**src/rtl/mips_pkg.sv**
```systemverilog
// +--------------------------------------------------------------------+
// | mips_pkg: shared mult/div encodings, sequencer states and sizing   |
// | Rev 1.0                                                            |
// +--------------------------------------------------------------------+
`default_nettype none

package mips_pkg;

  localparam int MULDIV_WIDTH = 32;
  localparam int MULDIV_ITERS = 32;

  typedef enum logic [1:0] {
    OP_MULT  = 2'b00,
    OP_MULTU = 2'b01,
    OP_DIV   = 2'b10,
    OP_DIVU  = 2'b11
  } muldiv_op_t;

  typedef logic [1:0] muldiv_state_t;
  localparam muldiv_state_t ST_IDLE = 2'd0;
  localparam muldiv_state_t ST_CALC = 2'd1;
  localparam muldiv_state_t ST_FIX  = 2'd2;

endpackage

`default_nettype wire

```
**src/rtl/muldiv_negate.sv**
```systemverilog
// +--------------------------------------------------------------------+
// | muldiv_negate: conditional two's complement, y = neg ? -a : a      |
// | Rev 1.0                                                            |
// +--------------------------------------------------------------------+
`default_nettype none

module muldiv_negate #(
  parameter int WIDTH = 32
) (
  input  logic             neg,
  input  logic [WIDTH-1:0] a,
  output logic [WIDTH-1:0] y
);

  assign y = neg ? (~a + WIDTH'(1)) : a;

endmodule

`default_nettype wire

```
**src/rtl/muldiv_unit.sv**
```systemverilog
// +--------------------------------------------------------------------+
// | muldiv_unit: 32-step MULT/MULTU/DIV/DIVU sequencer owning HI/LO    |
// | Rev 1.0                                                            |
// +--------------------------------------------------------------------+
`default_nettype none

module muldiv_unit
  import mips_pkg::*;
#(
  parameter int WIDTH = MULDIV_WIDTH
) (
  input  logic             clk,
  input  logic             reset,
  input  logic             startE,
  input  logic [1:0]       opE,
  input  logic [WIDTH-1:0] srcaE,
  input  logic [WIDTH-1:0] srcbE,
  input  logic             hiuseD,
  input  logic             hienW,
  input  logic             loenW,
  input  logic [WIDTH-1:0] wdataW,
  output logic [WIDTH-1:0] hi,
  output logic [WIDTH-1:0] lo,
  output logic             busy,
  output logic             stallD
);

  localparam int CNT_W = $clog2(MULDIV_ITERS);
  localparam logic [CNT_W-1:0] CNT_LAST = CNT_W'(MULDIV_ITERS - 1);

  muldiv_state_t      state;
  logic [CNT_W-1:0]   cnt;
  logic               div_mode;
  logic               neg_q;
  logic               neg_r;
  logic [2*WIDTH-1:0] acc;
  logic [WIDTH-1:0]   opnd;

  // Operand decode and magnitudes at issue time
  logic             is_signed;
  logic             is_div;
  logic             sign_a;
  logic             sign_b;
  logic             div_zero;
  logic [WIDTH-1:0] mag_a;
  logic [WIDTH-1:0] mag_b;

  assign is_signed = (opE == OP_MULT) || (opE == OP_DIV);
  assign is_div    = (opE == OP_DIV)  || (opE == OP_DIVU);
  assign sign_a    = is_signed & srcaE[WIDTH-1];
  assign sign_b    = is_signed & srcbE[WIDTH-1];
  assign div_zero  = is_div & (srcbE == '0);

  muldiv_negate #(.WIDTH(WIDTH)) u_mag_a (.neg(sign_a), .a(srcaE), .y(mag_a));
  muldiv_negate #(.WIDTH(WIDTH)) u_mag_b (.neg(sign_b), .a(srcbE), .y(mag_b));

  // Multiply step: conditional add into the upper half, then shift right
  logic [WIDTH:0]     mul_sum;
  logic [2*WIDTH-1:0] mul_next;

  assign mul_sum  = {1'b0, acc[2*WIDTH-1:WIDTH]} + (acc[0] ? {1'b0, opnd} : '0);
  assign mul_next = {mul_sum, acc[WIDTH-1:1]};

  // Restoring divide step: the partial remainder needs one extra bit
  // because it is shifted before the trial subtract.
  logic [WIDTH:0]     div_part;
  logic [WIDTH:0]     div_diff;
  logic               div_ok;
  logic [WIDTH-1:0]   div_rem;
  logic [2*WIDTH-1:0] div_next;

  assign div_part = acc[2*WIDTH-1:WIDTH-1];
  assign div_diff = div_part - {1'b0, opnd};
  assign div_ok   = ~div_diff[WIDTH];
  assign div_rem  = div_ok ? div_diff[WIDTH-1:0] : div_part[WIDTH-1:0];
  assign div_next = {div_rem, acc[WIDTH-2:0], div_ok};

  // Sign correction applied in FIX
  logic [2*WIDTH-1:0] prod_fix;
  logic [WIDTH-1:0]   quo_fix;
  logic [WIDTH-1:0]   rem_fix;

  muldiv_negate #(.WIDTH(2*WIDTH)) u_fix_prod (.neg(neg_q), .a(acc), .y(prod_fix));
  muldiv_negate #(.WIDTH(WIDTH)) u_fix_quo (.neg(neg_q), .a(acc[WIDTH-1:0]), .y(quo_fix));
  muldiv_negate #(.WIDTH(WIDTH)) u_fix_rem (.neg(neg_r), .a(acc[2*WIDTH-1:WIDTH]), .y(rem_fix));

  logic w_write;
  assign w_write = hienW | loenW;

  always_ff @(posedge clk) begin
    if (reset) begin
      state    <= ST_IDLE;
      cnt      <= '0;
      div_mode <= 1'b0;
      neg_q    <= 1'b0;
      neg_r    <= 1'b0;
      acc      <= '0;
      opnd     <= '0;
      hi       <= '0;
      lo       <= '0;
    end else begin
      case (state)
        ST_IDLE: begin
          if (startE) begin
            div_mode <= is_div;
            // Divide by zero keeps the quotient at all ones; the remainder
            // correction by the dividend sign restores the raw dividend.
            neg_q    <= (sign_a ^ sign_b) & ~div_zero;
            neg_r    <= sign_a;
            acc      <= {{WIDTH{1'b0}}, (is_div ? mag_a : mag_b)};
            opnd     <= is_div ? mag_b : mag_a;
            cnt      <= '0;
            state    <= ST_CALC;
          end
        end
        ST_CALC: begin
          acc <= div_mode ? div_next : mul_next;
          cnt <= cnt + CNT_W'(1);
          if (cnt == CNT_LAST) begin
            state <= ST_FIX;
          end
        end
        ST_FIX: begin
          state <= ST_IDLE;
          if (!w_write) begin
            hi <= div_mode ? rem_fix : prod_fix[2*WIDTH-1:WIDTH];
            lo <= div_mode ? quo_fix : prod_fix[WIDTH-1:0];
          end
        end
        default: state <= ST_IDLE;
      endcase

      // A writeback MTHI/MTLO wins over any in-flight sequence
      if (w_write && (state != ST_IDLE)) begin
        state <= ST_IDLE;
      end
      if (hienW) hi <= wdataW;
      if (loenW) lo <= wdataW;
    end
  end

  assign busy   = (state != ST_IDLE);
  assign stallD = busy & (startE | hiuseD);

endmodule

`default_nettype wire

```
**config.mk**
```make
export PLATFORM = sky130hd
export DESIGN_NAME = muldiv_unit
export DESIGN_NICKNAME = d
export VERILOG_FILES = /design/src/rtl/mips_pkg.sv /design/src/rtl/muldiv_negate.sv /design/src/rtl/muldiv_unit.sv
export SDC_FILE = /design/constraint.sdc
export NUM_CORES = 1
export LEC_CHECK = 0
export ABC_AREA = 0
export ABC_CLOCK_PERIOD_IN_PS = 3420
export BUFFER_PORTS_ARGS = -buffer_cell sky130_fd_sc_hd__buf_4
export CAP_MARGIN = 20
export CORE_MARGIN = 2
export CORE_UTILIZATION = 55
export CTS_BUF_LIST = sky130_fd_sc_hd__clkbuf_4
export DETAILED_ROUTE_END_ITERATION = 8
export PLACE_DENSITY = 0.78
export SYNTH_ARGS = -nofsm -noshare
export SYNTH_HDL_FRONTEND = slang
export SYNTH_HIERARCHICAL = 1
export SYNTH_SLANG_ARGS = --single-unit
```
**constraint.sdc**
```tcl
create_clock -name clk -period 3.42 [get_ports clk]
set_input_delay 0.684 -clock clk [delete_from_list [all_inputs] [get_ports clk]]
set_output_delay 0.684 -clock clk [all_outputs]
set_load 0.01 [all_outputs]
```
==> impl_metrics.yaml, run 1 <==
finish:
  synthToLayoutAreaGrowth_pct: 13.7
  drive_above_1_share_pct: 18.5
  fillers: 2729
  nNetsFinal: 2437
  fin_cells: 2669
synthesis:
  syn_area_per_cell_sq_um: 8.01
  ys_seq_area_share_pct: 20.1
  synth_top_area_share_pct: 20.1
  synthTopCellsByCount: "xnor2_1, nand2_1, dfxtp_1, nor2_1, mux2i_1"
  async_reset_ff_share_pct: 0
  synthFlopType: "dfxtp_1"
  synth_top_cells_by_area: "dfxtp_1, xnor2_1, mux2i_1, ha_1, a211oi_1"
  syn-cell-area_sq_um: 16900
  ys_seq_elements: 170
  synthDistinctLibCells: 89
  synth-edff-count: 0
  synth_warnings: 6
  synthCells: 2112
  yosys.area.top_type: "dfxtp_1"
  synth_nets: 2289
  yosys.cell_count.top_type: "xnor2_1"
route:
  wire_per_inst_um: 21.0
  num_vias: 17200
  wl_mm: 56.1
  avgViaCountPerCell: 6.45
  antenna_left: 0
  first_pass_iters: 6
  drc: 0
  drtIter0Drc: 1926
clock_tree:
  cts_num_sinks: 170
  cts_setup_buffers: 0
  cts-root-buf: "clkbuf_4"
  clk_pin_slew_ps: 180
  cts_buffers: 17
  htreeDepth: 4
  clock_path_buffers: 2
  cts_tree: "built"
  clock_latency_ps: 630
power_and_ir_drop:
  peakVddDrop_uv: 270
  comb_power_share_pct: 42.5
  clockPowerShare_pct: 20.9
  swShare_pct: 41.2
  leakagePower_nw: 7.53
  cellPowerDensity_nw_per_um2: 324
  p_int_w: 0.00366
  switchingPower_w: 0.00257
  p_seq_share_pct: 36.5
grt:
  grt_busiest_layer: "met2"
  grt_start_max_net_pins: 130
  met3_usage_pct: 4.28
  grtUsageTotal_pct: 34.2
  overflow: 0
  grt_pass1_vias: 15800
  grtUsageMet2_pct: 55.0
  grtUsageMet1_pct: 46.7
  grt_pass1_wl_mm: 86.5
  antenna_found_initial: 1
place:
  gp_congestion: 0.981
  post-place-cells: 2637
  dp_hpwl_mm: 43.1
  portBuffers: 169
timing:
  rsz0062_at_grt: "false"
  layout_min_cycle_time_ps: 3250
  max_freq_ghz: 0.308
  finalHoldViolations: 0
  fin_crit_sh_pct: 95.0
  setup_viol: 0
  tns_ps: 0
  maxSlewViolCount: 0
  worst_clock_skew_ps: 39.8
  slew_headroom_pct: 42.3
  worst_pin_slew_ps: 864
status:
  outcome: "complete, no violations"
die:
  coreArea_sq_um: 30400
  fp.dieH_um: 179
  io_pins: 170
  die_w_um: 179
  initial_utilization_pct: 55.6
  core.rowCount: 64
  dieArea_sq_um: 32200
critical_path:
  rrSetupSlack_ps: 170
  endpoint_kind: "register"
  critPathArrivalTime_ps: 3760
  path_max_fanout: 22
  cp.required_ps: 3930
  start_kind: "register"
  crit_type: "register to register"
job:
  cap_violations: 0
min_path:
  hold_class: "input pin to register"
==> cells by family (layout without fill, tap and decap cells) <==
logic type | after synthesis | count (layout) | synth area share [%]
adders and majority gates | 73 | 73 | 5.49
and+or+nand+nor | 668 | 668 | 21.7
muxes | 172 | 172 | 10.4
DFF | 170 | 170 | 20.1
buffers and inverters | 188 | 348 | 4.44
other | 0 | 1 | 0
AOI/OAI and AO/OA | 606 | 606 | 25.7
xor gates and xnor gates | 235 | 235 | 12.3
==> sequential cells by signal, indices dropped and copies added, names as in the netlist <==
name and count:
state 2, acc 64, opnd 32, lo 32, cnt 5, neg_q 1, neg_r 1, div_mode 1
hi 32
==> metrics by stage <==
| step | instance area [sq um] | util (%) | hold WS, ps | worst slack (ps) | power (W) |
|---|---|---|---|---|---|
| 3_3_place_gp | 18900 | 62.2 | 441 | 208 | 0.00485 |
| 4_1_cts | 19200 | 63.1 | 306 | 114 | 0.00618 |
| 6_report | 19200 | 63.2 | 328 | 170 | 0.00623 |
| 3_5_place_dp | 18900 | 62.2 | 446 | 119 | 0.00490 |
| 5_1_grt | 19200 | 63.2 | 321 | 6.89 | 0.00653 |
| 2_1_floorplan | 16900 | - | 429 | 220 | 0.00403 |
==> worst max-delay path, cell delays in order (launching register included) <==
cell      delay [ps]
dfxtp_1          350
buf_4            200
and2_1           180
ha_1             390
nand4_1          150
or4_1            550
nor3_2           110
nor2_1            80
a21oi_2          210
a221oi_2         100
a311o_1          390
o21ai_2          180
xnor2_1          130
o221ai_1         130
==> metal layers <==
metal	wire, um	up-vias
li1	-	8120
met1	24200	8210
met2	25800	756
met3	4180	123
met4	1960	0
met5	0	-
==> layout by cell type (no fill, tap or decap), drive strengths merged, types with 22 or more instances in the layout <==
cell    count
ha         71
mux2i     148
inv        70
a21oi     112
nand2b     30
xnor2     216
nand4      22
o41ai      49
mux2       24
nor2      171
nand3      32
dfxtp     170
nand2     195
and2       35
a211oi    102
a222oi     24
o21ai     135
nor3       31
buf       255
nor4       35
o31ai      63
nor2b      29
==> final timing paths <==
path / from / end / cells past startpoint
worst max-delay path: acc[0]$_SDFFE_PP0P_ / acc[62]$_SDFFE_PP0P_ / 13
worst min-delay path: wdataW[5] / hi[5]$_SDFFE_PP0P_ / 3
worst max register to register: acc[0]$_SDFFE_PP0P_ / acc[62]$_SDFFE_PP0P_ / 13
worst min register to register: hi[7]$_SDFFE_PP0P_ / hi[7]$_SDFFE_PP0P_ / 2
==> layout make-up <==
cell class	instances	area (sq um)	share of cell area [%]
multi-input cells	1754	12800	66.6
flip-flops and latches	170	3410	17.7
well taps	396	495	2.58
clock buffers	17	128	0.664
inverters	62	233	1.21
repair buffers	255	1990	10.3
diodes	1	2.50	0.0130
clock inverters	14	163	0.846
==> power groups by stage <==
stage                     Clock, W  Combinational, W  Sequential [W]
after floorplan                  0           0.00169         0.00234
after global routing       0.00139           0.00285         0.00229
after global placement           0           0.00254         0.00231
final                      0.00131           0.00265         0.00228
after CTS                  0.00131           0.00260         0.00227
after detailed placement         0           0.00258         0.00231
==> repair_timing <==
| action | CTS | global route |
|---|---|---|
| resized for setup | 0 | 4 |
| hold buffers | 0 | 0 |
| setup endpoints to repair | 0 | 6 |
(Power assumes the default switching activity.)
==> run 2: changes to the inputs <==
--- a/config.mk
+++ b/config.mk
@@ -10,10 +10,10 @@
 export BUFFER_PORTS_ARGS = -buffer_cell sky130_fd_sc_hd__buf_4
 export CAP_MARGIN = 20
 export CORE_MARGIN = 2
-export CORE_UTILIZATION = 55
+export CORE_UTILIZATION = 45
 export CTS_BUF_LIST = sky130_fd_sc_hd__clkbuf_4
 export DETAILED_ROUTE_END_ITERATION = 8
-export PLACE_DENSITY = 0.78
+export PLACE_DENSITY_LB_ADDON = 0.3
 export SYNTH_ARGS = -nofsm -noshare
 export SYNTH_HDL_FRONTEND = slang
 export SYNTH_HIERARCHICAL = 1
==> run 2 against run 1 <==
  * Die area increased by 22%
  * Setup slack got worse by 5.1 ps
  * Clock power about the same
  * Count of clock-buffer cells in the layout unchanged
  * Global-route usage decreased by 4.7 points
==> impl_metrics.yaml, run 2 (synthesized netlist as in run 1, its figures left out) <==
critical_path:
  critical_path.slowest_cell: "dfxtp_1"
  critPathArrivalTime_ps: 3770
  cp_slowest_stage_delay_ps: 410
  crit_type: "register to register"
  path_max_fanout: 3
  path_cells: "and2_1 > ha_1 > inv_1 > fa_1 > nand2b_1 > a21oi_2 > o211ai_1 > and4_1 > o31ai_4 > a21o_1 > a41oi_1 > mux2i_1 > o31ai_1 > a31oi_1"
  start_kind: "register"
  cp.required_ps: 3930
  endpoint_kind: "register"
finish:
  drive_above_1_share_pct: 19.4
  fillers: 3621
  regMostFlops: "acc"
  fin_cells: 2766
  synthToLayoutAreaGrowth_pct: 15.2
  largest_reg_flops: 64
  layout_commonest_cell: "buf_4"
  layout_common_cells: "buf_4, xnor2_1, nand2_1"
  nNetsFinal: 2455
clock_tree:
  clk_pin_slew_ps: 200
  htreeDepth: 4
  clock_latency_ps: 660
  cts-root-buf: "clkbuf_4"
  cts_buffers: 17
  cts_hold_buf: 0
  cts_tree: "built"
  cts_num_sinks: 170
  clock_path_buffers: 2
timing:
  holdWs_ps: 292
  layout_min_cycle_time_ps: 3260
  worst_pin_slew_ps: 998
  worst_slack_ps: 165
  tns_ps: 0
  max_freq_ghz: 0.307
  fin_crit_sh_pct: 95.2
  slew_headroom_pct: 33.3
  finalHoldViolations: 0
  setup_viol: 0
  worst_clock_skew_ps: 39.0
  maxSlewViolCount: 0
power_and_ir_drop:
  peakVddDrop_uv: 299
  cellPowerDensity_nw_per_um2: 322
  total_power_w: 0.00627
  leakagePower_nw: 7.62
grt:
  grt_pass1_vias: 15800
  grt_start_max_net_pins: 141
  antenna_found_initial: 1
  grtUsageTotal_pct: 29.5
  grt_pass1_wl_mm: 90.0
  overflow: 0
route:
  wl_mm: 58.9
  first_pass_iters: 9
  drc: 0
  antenna_left: 0
  num_vias: 17000
  drtIter0Drc: 1632
  avgViaCountPerCell: 6.16
  wire_per_inst_um: 21.3
place:
  post-place-cells: 2732
  gp_congestion: 0.968
  portBuffers: 169
  post-place-ws_ps: 75.2
  dp_hpwl_mm: 45.6
die:
  dieArea_sq_um: 39200
  core.rowCount: 71
  io_pins: 170
  initial_utilization_pct: 45.3
  fp.dieH_um: 198
  coreArea_sq_um: 37300
  die_w_um: 198
min_path:
  hold_class: "input pin to register"
job:
  cap_violations: 0
status:
  outcome: "complete, no violations"
==> run 2: final timing paths <==
check | start | end | slack (ps) | cells after the start
max | acc[0]$_SDFFE_PP0P_ | acc[61]$_SDFFE_PP0P_ | 160 | 14
max reg2reg | acc[0]$_SDFFE_PP0P_ | acc[61]$_SDFFE_PP0P_ | 160 | 14
min | wdataW[14] | lo[14]$_SDFFE_PP0P_ | 290 | 3
min reg2reg | lo[9]$_SDFFE_PP0P_ | lo[9]$_SDFFE_PP0P_ | 470 | 2
==> run 2: layout make-up <==
cell class / instances / area (sq um) / share of cell area [%]
Tap cell: 474 / 593 / 3.04
Inverter: 62 / 233 / 1.19
Clock inverter: 15 / 168 / 0.860
Clock buffer: 17 / 128 / 0.655
Antenna cell: 1 / 2.50 / 0.0128
Multi-Input combinational cell: 1754 / 12800 / 65.8
Timing Repair Buffer: 273 / 2120 / 10.9
Sequential cell: 170 / 3410 / 17.5
==> run 2: critical path: cells and delay by family (launching register included) <==
kind                     cells  cell delay [ps]
buffers and inverters        1               70
AND/OR/NAND/NOR              3              600
flip-flops                   1              410
multiplexers                 1              160
adder cells (fa/ha/maj)      2              580
AO/OA/AOI/OAI                7             1320
==> run 2: per-layer routing <==
layer  GRT usage, %  vias to the layer above  wire length (um)
li1               -                     8156                 -
met1           40.8                     8170             26200
met2           47.6                      625             27200
met3           3.07                       81              3690
met4           10.1                        0              1750
met5              0                        -                 0
==> run 2: power by group <==
| group | switching, W | internal, W |
|---|---|---|
| Clock | 0.000900 | 0.000404 |
| Sequential | 0.000159 | 0.00211 |
| Combinational | 0.00158 | 0.00112 |
| Total | 0.00264 | 0.00363 |
==> run 2: repair_timing <==
item                                    4_1_cts  5_1_grt
endpoints found under the hold margin         0        0
setup buffers                                 0        1
endpoints found under the setup margin        0       11
gates resized for setup                       0        8
==> run 2: stage by stage <==
step / util (%) / instance area (sq um)
6_report: 52.2 / 19500
3_5_place_dp: 51.3 / 19100
3_3_place_gp: 51.3 / 19100
4_1_cts: 52.1 / 19400
2_1_floorplan: - / 16900
5_1_grt: 52.2 / 19500
